$ cat src/rtl/traffic_controller.sv
// Main/side-road traffic light controller with an optional pedestrian WALK
// phase, an enable-strobed phase sequencer and a missed-strobe fault trap.
module traffic_controller (
  input  logic       clk,
  input  logic       rst,
  input  logic       ped_req,
  input  logic       enable,
  output logic [5:0] counter,
  output logic       PED,
  output logic [2:0] mainTraffic,
  output logic [2:0] sideTraffic,
  output logic       walk
);

  typedef enum logic [2:0] {MG, MY, AR, SG, SY, WK, FLT} state_t;

  localparam logic [2:0] RED     = 3'b100;
  localparam logic [2:0] YELLOW  = 3'b010;
  localparam logic [2:0] GREEN   = 3'b001;
  localparam logic [5:0] CNT_MAX = 6'd63;

  state_t     state, state_nxt;
  logic [5:0] counter_nxt;
  logic       ped_nxt;
  logic       pending, pending_nxt;
  logic       wrap;

  // NOTE: sequential state uses non-blocking assignments so every register
  // samples pre-edge values regardless of statement order.
  always_ff @(posedge clk) begin
    if (rst) begin
      state   <= MG;
      counter <= '0;
      PED     <= 1'b0;
      pending <= 1'b0;
    end else begin
      state   <= state_nxt;
      counter <= counter_nxt;
      PED     <= ped_nxt;
      pending <= pending_nxt;
    end
  end

  // NOTE: every signal gets a default before any branch, so no path leaves a
  // combinational output unassigned (which would infer a latch).
  always_comb begin
    state_nxt   = state;
    counter_nxt = counter;
    ped_nxt     = PED;
    pending_nxt = pending | ped_req;
    wrap        = 1'b0;

    if (state != FLT) begin
      if (enable) begin
        case (state)
          MG:      state_nxt = MY;
          MY:      state_nxt = AR;
          AR:      state_nxt = SG;
          SG:      state_nxt = SY;
          SY:      state_nxt = PED ? WK : MG;
          WK:      state_nxt = MG;
          default: state_nxt = FLT;
        endcase
        wrap = (state_nxt == MG);
      end else if (counter == CNT_MAX) begin
        // The decoder never let the count run this far: a strobe was missed.
        state_nxt = FLT;
      end

      if (wrap) begin
        counter_nxt = '0;
        ped_nxt     = pending | ped_req;
        pending_nxt = 1'b0;
      end else if (counter != CNT_MAX) begin
        counter_nxt = counter + 6'd1;
      end
    end
  end

  always_comb begin
    mainTraffic = RED;
    sideTraffic = RED;
    walk        = 1'b0;
    case (state)
      MG: mainTraffic = GREEN;
      MY: mainTraffic = YELLOW;
      SG: sideTraffic = GREEN;
      SY: sideTraffic = YELLOW;
      WK: walk        = 1'b1;
      default: ;
    endcase
  end

endmodule

$ cat config.mk
export PLATFORM = sky130hd
export DESIGN_NAME = traffic_controller
export DESIGN_NICKNAME = d
export VERILOG_FILES = /design/src/rtl/traffic_controller.sv
export SDC_FILE = /design/constraint.sdc
export NUM_CORES = 1
export LEC_CHECK = 0
export ABC_AREA = 1
export BUFFER_PORTS_ARGS = -buffer_cell sky130_fd_sc_hd__buf_2
export CAP_MARGIN = 0
export CORE_UTILIZATION = 49
export DETAILED_ROUTE_END_ITERATION = 10
export PLACE_DENSITY = 0.76
export SETUP_SLACK_MARGIN = 0.3
export SLEW_MARGIN = 20
export SYNTH_ARGS = -nofsm -noshare
export SYNTH_HDL_FRONTEND = slang
export SYNTH_SLANG_ARGS = --single-unit
$ cat constraint.sdc
create_clock -name clk -period 1.75 [get_ports clk]
set_input_delay 0.2625 -clock clk [delete_from_list [all_inputs] [get_ports clk]]
set_output_delay 0.2625 -clock clk [all_outputs]
set_load 0.02 [all_outputs]
==> results.yml, run 1 <==
setup_path:
  endpoint_kind: "output port"
  cp-start-kind: "flip-flop"
  slowest_delay_ps: 410
  cp.arrival_ps: 1120
  cp_slowest_cell: "dfxtp_4"
  required_ps: 1490
  cp_max_fo: 8
  cp_cell_sequence: "inv_1, nor3_1, buf_2"
  critPathKind: "reg -> out"
yosys:
  yosysTopAreaCell: "dfxtp_1"
  synth_seq_cells: 11
  syn_inst: 90
  yosys_warnings: 0
  synth_cell_types: 26
  synth_area_per_cell_um2: 7.19
  ys_top_cells_by_area: "dfxtp_1 (34%), nand2_1 (9.9%), nor2_1 (8.1%), nand3_1 (4.6%), a21oi_2 (4.1%)"
  syn_nets: 95
  yosysSeqAreaShare_pct: 34.0
  synthArstFlopShare_pct: 0
  synth_most_common_cell: "nand2_1"
  synth_common_cells: "nand2_1 (17), nor2_1 (14), dfxtp_1 (11)"
  syn_area_um2: 647
  synthDominantCellAreaShare_pct: 34.0
  synth_enable_flop_cells: 0
  synthFlopType: "dfxtp_1"
floorplan:
  num_rows: 12
  coreArea_um2: 1170
  ios: 18
  dieArea_um2: 1470
  start_util_pct: 55.2
  die_h_um: 38.3
  die_w_um: 38.3
cts:
  cts_tree: "yes"
  clock_latency_ps: 270
  cts-root-buf: "clkbuf_4"
  numCtsBuffers: 3
  cts.sinks: 11
  cts_setup_buffers: 0
  cts_max_path_buffers: 2
  cts.clk_slew.worst_paths_ps: 70
  h-tree-depth: 1
grt:
  grt_max_degree: 9
  use_met2_pct: 33.9
  met1_usage_pct: 30.0
  antenna_found_initial: 0
  overflow: 0
  grt_pass1_vias: 544
  track_usage_pct: 23.2
  grt.busiest_layer: "met2"
  grt_pass1_wl_mm: 2.30
  grtUsageMet3_pct: 10.5
timing:
  tns_ps: 0
  period_share_pct: 79.3
  finalSetupViolCount: 0
  setup_slack_ps: 363
  finalCriticalPeriod_ps: 1390
  rsz0062_at_grt: "true"
  fmax_mhz: 721
  hold_viol: 0
  slew_headroom_pct: 79.9
  final-max-slew-violation-count: 0
  tightest_slew_ps: 302
  skew_ps: 6.34
power:
  ir_drop_uv: 545
  power.total_w: 0.000584
  power_density_nw_per_um2: 742
  p_leak_nw: 0.364
detailed_routing:
  first_pass_iters: 4
  wl_mm: 1.39
  vias: 654
  wl_per_cell_um: 11.3
  viasPerCell: 5.32
  ant_nets: 0
  drt-initial-drc-count: 18
  drc_errors: 0
placed_design:
  portBuffers: 17
  gp_congestion: 0.863
  placed_cells: 119
  dp_hpwl_mm: 1.06
  dp_slack_ps: 389
layout:
  num_antenna_cells: 0
  area_growth_pct: 21.7
  nNetsFinal: 115
  layout-drive-gt1-share_pct: 44.0
  final_cells: 123
  final_core_util_pct: 67.2
outcome:
  status: "complete, no violations"
job:
  max_cap_viol_count: 0
worst_hold_path:
  min_path_type: "in -> reg"
## worst max-delay path, delay by kind of cell (launching register included)
kind                   cells  cell delay (ps)
flip-flops                 1              410
buffers and inverters      2              270
AND/OR/NAND/NOR            1              180
## power by group
part,leakage [nW],total (W),internal (W),switching [W]
clock network,0.0150,0.000170,0.0000884,0.0000820
logic,0.257,0.000122,0.0000436,0.0000789
registers,0.0921,0.000291,0.000268,0.0000227
## worst paths after layout
| path | start | end | slack, ps | depth (start not counted) |
|---|---|---|---|---|
| worst min-delay path | ped_req | pending | 220 | 3 |
| worst max-delay path | state[0] | walk | 360 | 3 |
| worst max register to register | counter[0] | counter[5] | 450 | 7 |
| worst min register to register | pending | pending | 470 | 2 |
## layer usage
| layer | part of all wire (%) | wire (um) |
|---|---|---|
| met5 | 0 | 0 |
| met4 | 0.72 | 10 |
| met3 | 5.9 | 82 |
| met2 | 47 | 659 |
| met1 | 46 | 638 |
## registers in the layout, summed over array words and instances, names as in the netlist
name,count
counter,6
PED,1
state,3
pending,1
## cells in the final DEF (no fill, tap or decap), drive strengths merged
cell / n
nor3: 3
clkinv: 1
o21ai: 1
o211ai: 1
xnor2: 1
nor2: 19
a21oi: 8
nand2: 19
a211oi: 2
xor2: 1
inv: 10
a31oi: 1
buf: 17
or2: 1
ha: 1
o22ai: 1
dfxtp: 11
o2111ai: 1
nand3: 6
clkbuf: 4
## final cells by class
class | instances | area, um^2
Timing Repair Buffer | 17 | 85.1
Sequential cell | 11 | 229
Inverter | 11 | 42.5
Fill cell | 115 | 384
Multi-Input combinational cell | 66 | 387
Tap cell | 14 | 17.5
Clock buffer | 4 | 26.3
## kinds of logic (layout without fill, tap and decap cells)
logic type	Yosys count	after routing	synth area share, %
AO/OA/AOI/OAI	15	15	17.2
XOR/XNOR	2	2	2.71
flip-flops	11	11	34.0
AND/OR/NAND/NOR	48	48	35.2
buffers and inverters	13	32	8.90
adder cells (fa/ha/maj)	1	1	1.93
## through the flow
| step | area [um^2] | hold WS (ps) |
|---|---|---|
| after global routing | 787 | 214 |
| after detailed placement | 734 | 460 |
| final | 787 | 219 |
| after global placement | 734 | 450 |
| after floorplan | 647 | 407 |
| after CTS | 762 | 222 |
## what timing repair did
action / in CTS / in global routing
hold endpoints to repair: 0 / 0
pin swaps: 0 / 1
gates resized for setup: 1 / 11
endpoints found under the setup margin: 3 / 13
hold buffers: 0 / 0
Note: power is estimated with default switching activity, not from simulation.
==> run 2: changes to the inputs <==
CORE_UTILIZATION = 44   (was 49)
PLACE_DENSITY = 0.72   (was 0.76)
clock period = 1.2 ns   (was 1.75 ns; I/O delays follow)
==> run 2 against run 1 <==
Effect of this change: the flow now finishes with violations (negative setup slack); final cell count grew 12%; global-route usage increased by 2.6 points; setup slack got worse by 430 ps; via count up 12%; sequential share of layout area down 7.3 points; routed wire length grew 48%; non-clock buffer count grew 14; critical path type unchanged; highest routed layer unchanged.
==> results.yml, run 2 (same netlist as run 1, synthesis figures left out) <==
outcome:
  status: "finished, violations left"
  violations: "negative setup slack"
timing:
  final-max-slew-violation-count: 0
  slew_headroom_pct: 84.1
  finalSetupViolCount: 10
  hold_slack_ps: 170
  rsz0062_at_grt: "true"
  finalCriticalPeriod_ps: 1270
  hold_viol: 0
  setup_slack_ps: -70.3
  skew_ps: 1.25
  tightest_slew_ps: 238
  period_share_pct: 106
  fmax_mhz: 787
floorplan:
  die_h_um: 40.3
  coreArea_um2: 1330
  start_util_pct: 48.5
  num_rows: 13
  dieArea_um2: 1630
  ios: 18
  die_w_um: 40.3
grt:
  grt_pass1_vias: 626
  track_usage_pct: 25.8
  antenna_found_initial: 0
  grt_pass1_wl_mm: 2.64
  overflow: 0
  grt_max_degree: 9
detailed_routing:
  wl_per_cell_um: 14.9
  drt-initial-drc-count: 12
  viasPerCell: 5.32
  ant_nets: 0
  drc_errors: 0
  first_pass_iters: 4
  vias: 734
  wl_mm: 2.06
layout:
  top_regs: "counter: 6 flops, state: 3 flops"
  area_growth_pct: 77.6
  layout-drive-gt1-share_pct: 71.5
  num_antenna_cells: 0
  final_cell_mix: "buf_6 (16), nor2_1 (10), buf_4 (10)"
  final_cells: 138
  nNetsFinal: 129
  top_register: "counter"
  final_common_cell: "buf_6"
  final_core_util_pct: 86.1
  largest_reg_flops: 6
power:
  p_int_w: 0.000662
  pwr-share-seq_pct: 42.5
  switchingPower_w: 0.000341
  ir_drop_uv: 781
  p_comb_share_pct: 32.0
  p_leak_nw: 0.517
  p_clk_share_pct: 25.5
  power_density_nw_per_um2: 874
  switching_share_pct: 34.0
worst_hold_path:
  min_path_type: "in -> reg"
  hp-start: "ped_req"
setup_path:
  required_ps: 1020
  critPathKind: "reg -> out"
  r2r_start: "counter[0]"
  endpoint_kind: "output port"
  cp_max_fo: 5
  cp.arrival_ps: 1090
  worstSetupStartpoint: "state[1]"
  cp-start-kind: "flip-flop"
placed_design:
  portBuffers: 17
  placed_cells: 125
  dp_hpwl_mm: 1.19
  gp_congestion: 0.768
  dp_slack_ps: -45.0
cts:
  cts.clk_slew.worst_paths_ps: 70
  cts.sinks: 11
  clock_latency_ps: 270
  numCtsBuffers: 3
  cts_max_path_buffers: 2
  hold_buffers: 0
  h-tree-depth: 1
  cts-root-buf: "clkbuf_4"
  cts_tree: "yes"
job:
  max_cap_viol_count: 0
==> run 2: cell types whose count changed in the layout (fill, tap and decap cells not counted), sizes merged <==
cell / change
buf: +14
==> run 2: power groups by stage <==
stage | registers (W) | clock network (W) | logic [W]
floorplan | 0.000438 | 0 | 0.000144
global placement | 0.000430 | 0 | 0.000208
detailed placement | 0.000431 | 0 | 0.000213
CTS | 0.000421 | 0.000257 | 0.000288
global route | 0.000429 | 0.000278 | 0.000343
finish | 0.000427 | 0.000256 | 0.000321
==> run 2: repair_timing <==
action | in CTS | in global routing
pin swaps | 7 | 5
setup buffers | 6 | 3
endpoints found under the setup margin | 25 | 25
resized for setup | 42 | 16
==> run 2: final timing paths <==
kind / endpoint / slack, ps / depth (start not counted)
worst max-delay path: mainTraffic[0] / -70 / 4
worst min register to register: pending / 500 / 2
worst min-delay path: pending / 170 / 3
worst max register to register: state[1] / -50 / 6
==> run 2: critical path: stages (launching register included) <==
cell	delay, ps
dfxtp_4	380
inv_2	120
nand2_4	80
nor2_1	100
buf_4	150
==> run 2: through the flow <==
| stage | total power, W | setup TNS, ps | instance area, um^2 |
|---|---|---|---|
| final | 0.00100 | -428 | 1150 |
| after global placement | 0.000639 | -7.18 | 853 |
| after global routing | 0.00105 | -1260 | 1150 |
| after detailed placement | 0.000643 | -127 | 853 |
| after floorplan | 0.000582 | 0 | 727 |
| after CTS | 0.000965 | -253 | 1060 |
==> run 2: layer usage <==
layer | global-route usage (%) | routed length (um) | up-vias
li1 | - | - | 361
met1 | 27.9 | 818 | 333
met2 | 43.7 | 1020 | 30
met3 | 6.11 | 125 | 10
met4 | 17.5 | 92 | 0
met5 | 0 | 0 | -
==> run 2: cell type report <==
cell class	count	area [um^2]
multi-input cells	66	528
repair buffers	31	280
flip-flops and latches	11	250
fillers	74	185
inverters	11	45.0
clock buffers	4	26.3
well taps	15	18.8
==> run 3: changes to the inputs <==
RECOVER_POWER = 100   (was not set)
==> run 3 against run 2 <==
Effect of this change: the flow still finishes with violations (negative setup slack); critical path depth is the same; clock-buffer cell count stayed put; non-clock buffer count unchanged; die area did not move; routed wire length increased by 0.15%; global-route usage unchanged; setup slack improved by 0.63 ps; critical path type unchanged; power increased by 0.14%; sequential share of layout area is 0.26 points lower.
==> results.yml, run 3 (same netlist as run 1, synthesis figures left out) <==
setup_path:
  cp.arrival_ps: 1090
  ff2ff_path_depth: 6
  required_ps: 1020
  cp-endpoint: "mainTraffic[0]"
  r2r_start: "counter[0]"
  cp_slowest_cell: "dfxtp_4"
  regToRegSetupSlack_ps: -50
  cp-start-kind: "flip-flop"
  cp_max_fo: 5
  worstSetupStartpoint: "state[1]"
  critPathKind: "reg -> out"
  endpoint_kind: "output port"
  slowest_delay_ps: 380
  cp_cell_sequence: "inv_2, nand2_4, nor2_1, buf_4"
  reg2reg_to: "state[1]"
outcome:
  status: "finished, violations left"
  violations: "negative setup slack"
cts:
  cts.sinks: 11
  numCtsBuffers: 3
  cts_tree: "yes"
  hold_buffers: 0
  clock_latency_ps: 270
  cts.clk_slew.worst_paths_ps: 70
  cts_max_path_buffers: 2
  h-tree-depth: 1
  cts-root-buf: "clkbuf_4"
floorplan:
  dieArea_um2: 1630
  coreArea_um2: 1330
  start_util_pct: 48.5
  die_w_um: 40.3
  num_rows: 13
  die_h_um: 40.3
  ios: 18
layout:
  post-route-cell-area_um2: 1140
  largest_reg_flops: 6
  final_core_util_pct: 85.8
  layout-drive-gt1-share_pct: 70.7
  final_cell_mix: "buf_6 (16), nor2_1 (10), buf_4 (10)"
  num_antenna_cells: 0
  top_register: "counter"
  area_growth_pct: 77.0
  final_common_cell: "buf_6"
  nNetsFinal: 129
  top_regs: "counter: 6 flops, state: 3 flops"
detailed_routing:
  wl_per_cell_um: 14.9
  vias: 730
  wl_mm: 2.06
  drt-initial-drc-count: 8
  ant_nets: 0
  drc_errors: 0
  viasPerCell: 5.29
  first_pass_iters: 4
placed_design:
  dp_hpwl_mm: 1.19
  portBuffers: 17
  postPlaceCellArea_um2: 853
  gp_congestion: 0.768
grt:
  grt_max_degree: 9
  antenna_found_initial: 0
  grt_pass1_vias: 626
  grt.busiest_layer: "met2"
  grt_pass1_wl_mm: 2.64
  met1_usage_pct: 27.9
  overflow: 0
  grtUsageMet3_pct: 6.11
  use_met2_pct: 43.7
  track_usage_pct: 25.8
power:
  p_leak_nw: 0.516
  power_density_nw_per_um2: 878
  ir_drop_uv: 782
  power.total_w: 0.00100
timing:
  final-max-slew-violation-count: 0
  slew_headroom_pct: 84.1
  fmax_mhz: 788
  skew_ps: 1.19
  period_share_pct: 106
  tightest_slew_ps: 238
  finalCriticalPeriod_ps: 1270
  rsz0062_at_grt: "true"
  finalSetupViolCount: 10
  setup_slack_ps: -69.7
  hold_viol: 0
worst_hold_path:
  min_path_type: "in -> reg"
job:
  max_cap_viol_count: 0
run 3: cell type report:
class / count / area, um^2
Multi-Input combinational cell: 66 / 528
Timing Repair Buffer: 31 / 280
Sequential cell: 11 / 246
Fill cell: 74 / 189
Inverter: 11 / 45.0
Clock buffer: 4 / 26.3
Tap cell: 15 / 18.8
run 3: per-layer routing:
metal  up-vias  wire length (um)  share of wire (%)
li1        361                 -                  -
met2        26              1020                 50
met3        10               110                5.3
met5         -                 0                  0
met1       333               835                 41
met4         0                92                4.5
run 3: stage by stage:
step | instances | setup TNS [ps] | worst slack [ps] | hold slack (ps)
finish | 138 | -428 | -69.7 | 173
global route | 138 | -1270 | -150 | 180
CTS | 135 | -253 | -57.1 | 144
detailed placement | 125 | -127 | -45.0 | 425
global placement | 125 | -7.18 | -7.18 | 418
floorplan | 90 | 0 | 9.25 | 325
run 3: worst min-delay path by stage:
stage          startpoint       to  slack (ps)  depth (start not counted)
3_3_place_gp      ped_req  pending         420                          3
2_1_floorplan     ped_req  pending         320                          2
5_1_grt           ped_req  pending         180                          3
3_5_place_dp      ped_req  pending         430                          3
6_report          ped_req  pending         170                          3
4_1_cts           ped_req  pending         140                          3
run 3: worst max-delay path, delay by kind of cell, from the launching register on:
family        cells  cell delay [ps]
buf+inv           2              270
simple gates      2              180
flops             1              380
run 3: power breakdown:
part           total (W)  leakage [nW]  switching, W  internal, W
logic           0.000321         0.406      0.000176     0.000146
registers       0.000428        0.0957     0.0000394     0.000388
clock network   0.000256        0.0150      0.000127     0.000129
run 3: what timing repair did:
| item | in CTS | in global routing |
|---|---|---|
| buffers inserted | 6 | 3 |
| resized for setup | 42 | 16 |
| cloned | 0 | 0 |
| endpoints found under the setup margin | 25 | 25 |
| pin swaps | 7 | 5 |
